File: src/rtl/fifo_lifo_buffer_if.sv
// fifo_lifo_buffer_if: producer/consumer bundle for fifo_lifo_buffer; FIFO_LIFO_ALMOST_EN adds afull/aempty
interface fifo_lifo_buffer_if #(
    parameter int WIDTH = 8,
    parameter int DEPTH = 8
);
    localparam int CW = $clog2(DEPTH + 1);
    logic             wrn;
    logic             ren;
    logic             mode;
    logic [WIDTH-1:0] in;
    logic [WIDTH-1:0] out;
    logic             valid;
    logic             full;
    logic             empty;
    logic [CW-1:0]    count;
    logic             ovf;
    logic             udf;
`ifdef FIFO_LIFO_ALMOST_EN
    logic             afull;
    logic             aempty;
`endif
    modport master (
        output wrn, ren, mode, in,
        input  out, valid, full, empty, count, ovf, udf
`ifdef FIFO_LIFO_ALMOST_EN
        , input afull, aempty
`endif
    );
    modport slave (
        input  wrn, ren, mode, in,
        output out, valid, full, empty, count, ovf, udf
`ifdef FIFO_LIFO_ALMOST_EN
        , output afull, aempty
`endif
    );
endinterface

File: src/rtl/fifo_lifo_buffer.sv
// fifo_lifo_buffer: run-time selectable FIFO/LIFO register buffer; FIFO_LIFO_ALMOST_EN adds afull/aempty
module fifo_lifo_buffer #(
    parameter int WIDTH = 8,
    parameter int DEPTH = 8
`ifdef FIFO_LIFO_ALMOST_EN
    ,
    parameter int AF_LVL = DEPTH - 2,
    parameter int AE_LVL = 2
`endif
) (
    input logic clk,
    input logic rst,
    fifo_lifo_buffer_if.slave bus
);
    localparam int CW = $clog2(DEPTH + 1);
    localparam int PW = $clog2(DEPTH);
    logic [WIDTH-1:0] mem [DEPTH];
    logic [PW-1:0]    wp, rp, top, wa, ra;
    logic             mode_q, rd_ok, wr_ok;
    assign bus.full  = bus.count == CW'(DEPTH);
    assign bus.empty = bus.count == '0;
`ifdef FIFO_LIFO_ALMOST_EN
    assign bus.afull  = bus.count >= CW'(AF_LVL);
    assign bus.aempty = bus.count <= CW'(AE_LVL);
`endif
    assign rd_ok = bus.ren & ~bus.empty;
    assign wr_ok = bus.wrn & (~bus.full | rd_ok);
    // stack top sits one below the occupancy; a push that coincides with a pop replaces the top
    assign top = bus.count[PW-1:0] - PW'(1);
    assign wa  = mode_q ? (rd_ok ? top : bus.count[PW-1:0]) : wp;
    assign ra  = mode_q ? top : rp;
    // control state: occupancy, pointers, registered read data and status pulses
    always_ff @(posedge clk or negedge rst) begin
        if (!rst) begin
            bus.count <= '0;
            bus.out   <= '0;
            bus.valid <= 1'b0;
            bus.ovf   <= 1'b0;
            bus.udf   <= 1'b0;
            wp        <= '0;
            rp        <= '0;
            mode_q    <= 1'b0;
        end else begin
            bus.count <= bus.count + CW'(wr_ok) - CW'(rd_ok);
            bus.valid <= rd_ok;
            bus.ovf   <= bus.wrn & ~wr_ok;
            bus.udf   <= bus.ren & bus.empty;
            if (rd_ok) bus.out <= mem[ra];
            if (!mode_q && wr_ok) wp <= wp + PW'(1);
            if (!mode_q && rd_ok) rp <= rp + PW'(1);
            if (bus.empty && !bus.wrn) mode_q <= bus.mode;
        end
    end
    // storage array, deliberately not cleared by reset
    always_ff @(posedge clk) begin
        if (wr_ok) mem[wa] <= bus.in;
    end
endmodule
File: src/flat_wrapper.sv
// flat-port wrapper written by rule: the top's interface ports become plain ports
module fifo_lifo_buffer_flat 
#(
    parameter int WIDTH = 8,
    parameter int DEPTH = 8

)
  (clk, rst, bus_wrn, bus_ren, bus_mode, bus_in, bus_out, bus_valid, bus_full, bus_empty, bus_count, bus_ovf, bus_udf);
  fifo_lifo_buffer_if #(.WIDTH(WIDTH), .DEPTH(DEPTH)) bus_i ();
  input logic clk;
  input logic rst;
  input wire logic [$bits(bus_i.wrn)-1:0] bus_wrn;
  input wire logic [$bits(bus_i.ren)-1:0] bus_ren;
  input wire logic [$bits(bus_i.mode)-1:0] bus_mode;
  input wire logic [$bits(bus_i.in)-1:0] bus_in;
  output wire logic [$bits(bus_i.out)-1:0] bus_out;
  output wire logic [$bits(bus_i.valid)-1:0] bus_valid;
  output wire logic [$bits(bus_i.full)-1:0] bus_full;
  output wire logic [$bits(bus_i.empty)-1:0] bus_empty;
  output wire logic [$bits(bus_i.count)-1:0] bus_count;
  output wire logic [$bits(bus_i.ovf)-1:0] bus_ovf;
  output wire logic [$bits(bus_i.udf)-1:0] bus_udf;
  assign bus_i.wrn = bus_wrn;
  assign bus_i.ren = bus_ren;
  assign bus_i.mode = bus_mode;
  assign bus_i.in = bus_in;
  assign bus_out = bus_i.out;
  assign bus_valid = bus_i.valid;
  assign bus_full = bus_i.full;
  assign bus_empty = bus_i.empty;
  assign bus_count = bus_i.count;
  assign bus_ovf = bus_i.ovf;
  assign bus_udf = bus_i.udf;
  fifo_lifo_buffer #(.WIDTH(WIDTH), .DEPTH(DEPTH)) u_core (.clk(clk), .rst(rst), .bus(bus_i));
endmodule
File: config.mk
export PLATFORM = sky130hd
export DESIGN_NAME = fifo_lifo_buffer_flat
export DESIGN_NICKNAME = d
export VERILOG_FILES = /design/src/rtl/fifo_lifo_buffer_if.sv /design/src/rtl/fifo_lifo_buffer.sv /design/src/flat_wrapper.sv
export SDC_FILE = /design/constraint.sdc
export NUM_CORES = 1
export LEC_CHECK = 0
export CORE_ASPECT_RATIO = 0.75
export CORE_UTILIZATION = 50
export DETAILED_ROUTE_END_ITERATION = 10
export PLACE_DENSITY = 0.69
export SYNTH_ARGS = -nofsm -noshare
export SYNTH_HDL_FRONTEND = slang
export SYNTH_SLANG_ARGS = --single-unit
File: constraint.sdc
create_clock -name clk -period 8.26 [get_ports clk]
set_clock_uncertainty 0.05 [all_clocks]
set_input_delay 2.478 -clock clk [delete_from_list [all_inputs] [get_ports clk]]
set_output_delay 2.478 -clock clk [all_outputs]
set_load 0.01 [all_outputs]
# --- After elaboration in Yosys (flattened, before gate mapping) ---
# Memories as Yosys holds them, arrays and structs flattened. A register that Yosys moved wholly into a read port is not among the register bits.
# Index checks and enable logic that the tools add are counted.
totals:
  reg_bits: 14
  latch_bits: 0
  ramBits: 64
  mem_bits_ro: 0
  out_inout_bits: 17
  word_cells: 34
  memories: 1
op_classes:
  addsub: 5
  n_mul: 0
  n_div: 0
  n_lt_le_gt_ge: 0
  n_eq_ne: 1
  shift: 0
  muxes: 5
  n_bitwise: 8
  n_reduce_logical: 7
memory_table:
  columns: ["memory", "words", "width", "rd", "rd_ports_with_merged_regs", "wr", "line_no", "rtl"]
  rows:
  - ["u_core.mem", 8, 8, 1, 1, 1, "fifo_lifo_buffer.sv:17", "logic [WIDTH-1:0] mem [DEPTH];"]
op_table:
  columns: ["cell", "n"]
  rows:
  - ["$mux W3", 3]
  - ["$add A3 B1 Y3 const B", 2]
  - ["$add A4 B1 Y4", 1]
  - ["$and A1 B1 Y1", 4]
  - ["$eq A4 B4 Y1 const B", 1]
  - ["$logic_not A4 Y1", 1]
  - ["$sub A4 B1 Y4", 1]
  - ["$logic_and A1 B1 Y1", 3]
  - ["$logic_not A1 Y1", 3]
  - ["$not A1 Y1", 3]
  - ["$sub A3 B1 Y3 const B", 1]
  - ["$mux W1", 2]
  - ["$or A1 B1 Y1", 1]

# --- Logic depth before layout (Yosys ltp) ---
depth:
  word_depth: 7
  depth_mapped: 10

# --- Worst setup path before layout ---
# Ideal clock, no wire load.
synth_path:
  path_type: "input-to-reg"
  from: "in bus_ren"
  to: "mem u_core.mem[1][0], enable pin"
  setup_ns: 0.385
  t_arrival_ns: 4.198
  t_required_ns: 7.825
  slack_ns: 3.626
  path_stages: 6
  cell_sequence: "a21bo_2 > inv_1 > buf_2 > nand2_1 > a311oi_1 > nor3b_1"
synth_via:
  elab_chain_cells: 5
synth_lines:
  columns: ["element", "line_no", "rtl"]
  rows:
  - ["from (decl)", "flat_wrapper.sv:13", "input wire logic [$bits(bus_i.ren)-1:0] bus_ren;"]
  - ["$and A1 B1 Y1 (*)", "fifo_lifo_buffer.sv:26", "assign rd_ok = bus.ren & ~bus.empty;"]
  - ["$or A1 B1 Y1", "fifo_lifo_buffer.sv:27", "assign wr_ok = bus.wrn & (~bus.full | rd_ok);"]
  - ["$and A1 B1 Y1", "fifo_lifo_buffer.sv:27", null]
  - ["$mux W1", "fifo_lifo_buffer.sv:56", "if (wr_ok) mem[wa] <= bus.in;"]
  - ["$mux W1 (implied by the code)", "fifo_lifo_buffer.sv:56", null]
  - ["to (decl)", "fifo_lifo_buffer.sv:17", null]
# Every way passes the cells marked *; elsewhere a longest branch is shown, timed or not.

# --- Final worst setup path ---
layout_path:
  from: "in bus_ren"
  to: "mem u_core.mem[1][5], enable pin"
# Same word-level chain as after synthesis.

==> metrics.md <==
| Metric | Value |
|---|---|
| DRC errors left | `0` |
| Distinct cells, synth | `40` |
| CP bufs+invs | `2` |
| Non-Filler Instances | `roughly 400` |
| Yosys top cell by area | `edfxtp_1` |
| Syn avg cell area | `around 14 µm²` |
| Worst Max-Slew Pin Slew | `1.17 ns` |
| Crit-path leading delay family | `simple AND/OR/NAND/NOR gates` |
| CP max FO | `21` |
| Post-cts resize count | `0` |
| Dpl hpwl | `6100 µm` |
| # hold bufs at CTS | `0` |
| Max-slew headroom | `between 20% and 30%` |
| CP Cell Sequence | `clkdlybuf4s50_1 > a21bo_2 > inv_1 > nand2_1 > a311oi_1 > nor3b_1` |
| Initial antenna violation count | `0` |
| Number of fill cells | `581` |
| Buffers on Ports | `29` |
| Power Density | `398 mW/mm²` |
| CP arrival | `~5.4 ns` |
| Total Power | `between 1.5 and 2 mW` |
| CP required | `about 8.2 ns` |
| Chip Width | `103 µm` |
| Row Count | `27` |
| Fraction of the yosys area taken by sequential cells | `around 64%` |
| Via count | `2400` |
| Max Cap Viol | `0` |
| Worst-Skew Late Latency | `between 0.3 and 0.4 ns` |
| Vias per cell | `between 5 and 6` |
| Setup_tns | `0 ns` |
| H-tree lvl count | `3` |
| Iter 0 DRT Violations | `approximately 200` |
| Worst Setup SP | `bus_ren` |
| Clk pin slew, worst setup/hold paths | `approximately 0.08 ns` |
| # IOs | `30` |
| Top FF cell, synth | `edfxtp_1` |
| Wirelength per Cell | `20.2 µm` |
| Period utilization | `between 60% and 70%` |
| First drt pass iteration count | `4` |
| CTS sink count | `between 80 and 90` |
| Routability congestion estimate | `about 0.9` |
| Number of synthesized flops with an enable pin | `between 60 and 70` |
| Final core occ | `58.7%` |
| F_max | `0.184 GHz` |
| Syn Nets | `302` |
| Critical path depth | `6` |
| Worst-case reg-to-reg path depth | `7` |
| First-pass GRT wire length | `approximately 13000 µm` |
| Antenna viol nets, final | `0` |
| Period minus WS final | `~5.4 ns` |
| N_diodes | `0` |
| Vias in the first global route | `approximately 2300` |
| CTS Buf Count | `9` |
| R2R Path Start | `u_core.bus.count[0]` |
| Final Hold Fails | `0` |
| Synth top area share | `~50%` |
| Total Wirelength | `between 8000 and 9000 µm` |
| All-Layer GR Usage | `23.4%` |
| Reg-to-reg slack, setup | `roughly 4.2 ns` |
| Yosys reg bits | `86` |
| Setup CP Type | `input pin to flip-flop` |
| Cell Area, Synth | `0.00384 mm²` |
| Core ar. | `roughly 0.0074 mm²` |
| Critical R2R Capture | `u_core.mem[1][5]` |
| Largest net degree at the start of global routing | `23` |
| DIE AREA | `0.00805 mm²` |
| Ys async rst share | `about a quarter` |
| Ys Warns | `0` |
| Status | `finished clean` |
| CP max stage delay | `a little over 0.9 ns` |
| Worst-case clock buffer depth | `2` |
| Synth cell count leaders | `edfxtp_1 (64), nor2_1 (24), dfrtp_1 (22)` |
| Final Max Slew Viols | `0` |
| Hold WC Path Type | `flip-flop to flip-flop` |
| Clock Tree Root | `clkbuf_8` |
| Layout cells sized above 1 | `under 10%` |
| Crit path to | `u_core.mem[1][5]` |
| Initial Utilization | `between 50 and 60%` |
| Hold slack | `0.433 ns` |
| CP max stage cell | `nor3b_1` |
| RSZ-0062 raised after global routing | `no` |
| Most frequent cell after synthesis | `edfxtp_1` |
| CTS tree | `done` |
| Synth area leaders | `edfxtp_1 (50%), dfrtp_1 (14%), ha_1 (2.9%), mux4_1 (2.7%), o21ai_0 (2.3%)` |
| Mapped Cells | `279` |
| Nets | `between 300 and 400` |
| Placed Cells | `396` |
| Post-CTS Setup Inserts | `0` |
| Chip height | `77.9 µm` |
| Global route total overflow | `0` |
| P&R area growth vs syn | `13.0%` |
| Pleak | `approximately 1.6 nW` |
| Max VDD drop | `between 100 and 150 µV` |
| # setup viols final | `0` |
| CP Launch Type | `input pin` |
| Worst Setup End Kind | `flip-flop` |
[state kept, by name, indices dropped and copies added, names as in the netlist]
| name | count |
|---|---|
| u_core.bus.count | 4 |
| u_core.bus.out | 8 |
| u_core.bus.ovf | 1 |
| u_core.bus.udf | 1 |
| u_core.bus.valid | 1 |
| u_core.mem | 64 |
| u_core.mode_q | 1 |
| u_core.rp | 3 |
| u_core.wp | 3 |
[through the flow]
stage               area [µm²]  setup slack [ns]
detailed placement        4170              2.41
CTS                       4340              2.79
floorplan                 3840              3.63
global placement          4170              2.52
finish                    4340              2.81
global route              4340              2.53
[where the power goes]
group	switching, mW	leakage (nW)	total, mW	internal (mW)
combinational	0.428	0.662	0.775	0.347
sequential	0.0879	0.841	0.688	0.600
clock	0.155	0.0797	0.264	0.110
[routing by layer]
| metal | routed length (µm) | global-route usage [%] | vias to the layer above |
|---|---|---|---|
| li1 | - | - | 1095 |
| met1 | 3850 | 35.9 | 1187 |
| met2 | 3540 | 30.6 | 108 |
| met5 | 0 | 0 | - |
| met3 | 861 | 9.91 | 10 |
| met4 | 88 | 5.21 | 0 |
[worst min path at each step]
stage | slack, ns | cells after the start | end | start
global placement | 0.41 | 1 | u_core.rp[2] | u_core.rp[2]
finish | 0.43 | 1 | u_core.rp[2] | u_core.rp[2]
global route | 0.45 | 1 | u_core.rp[2] | u_core.rp[2]
floorplan | 0.40 | 1 | u_core.rp[2] | u_core.rp[2]
detailed placement | 0.42 | 1 | u_core.rp[2] | u_core.rp[2]
CTS | 0.43 | 1 | u_core.rp[2] | u_core.rp[2]
[cell type report]
cell class,instances,area [µm²],area share (%)
inverters,16,60.1,1.38
clock buffers,9,124,2.85
well taps,101,126,2.91
flip-flops and latches,86,2470,56.9
clock inverters,7,48.8,1.12
multi-input cells,164,1220,28.1
repair buffers,29,290,6.68
[worst reg2reg max path, cell delays in order (launching register included)]
cell	delay, ns
dfrtp_1	0.71
inv_1	0.25
ha_1	0.30
a21bo_2	0.26
inv_1	0.46
nand2_1	0.23
a311oi_1	0.54
nor3b_1	0.91
[layout by cell type, fill, tap and decap left out, types with 3 or more instances in the layout]
cell             netlist  final
a21oi_1               17     17
a22oi_1                8      8
a31oi_1               10     10
and3_1                 3      3
clkbuf_8               0      9
clkdlybuf4s50_1        0     29
clkinvlp_4             0      3
dfrtp_1               22     22
edfxtp_1              64     64
ha_1                   9      9
inv_1                 16     16
mux2_2                 4      4
mux4_1                 4      4
mux4_2                 4      4
nand2_1                8      8
nor2_1                24     24
nor2b_1               13     13
o211ai_1               7      7
o21ai_0               18     18
o22a_1                 7      7
xnor2_1                5      5
xor2_1                 3      3
[cell families (layout without fill, tap and decap cells)]
| kind of cell | Yosys count | in the layout | synth area share (%) |
|---|---|---|---|
| and+or+nand+nor | 60 | 60 | 8.01 |
| muxes | 13 | 13 | 6.51 |
| buffers and inverters | 29 | 61 | 3.91 |
| DFF | 86 | 86 | 64.3 |
| xor gates and xnor gates | 8 | 8 | 1.82 |
| adders and majority gates | 10 | 10 | 3.45 |
| AOI/OAI and AO/OA | 73 | 73 | 12.0 |
No activity file was read; power rests on OpenSTA's default activity.
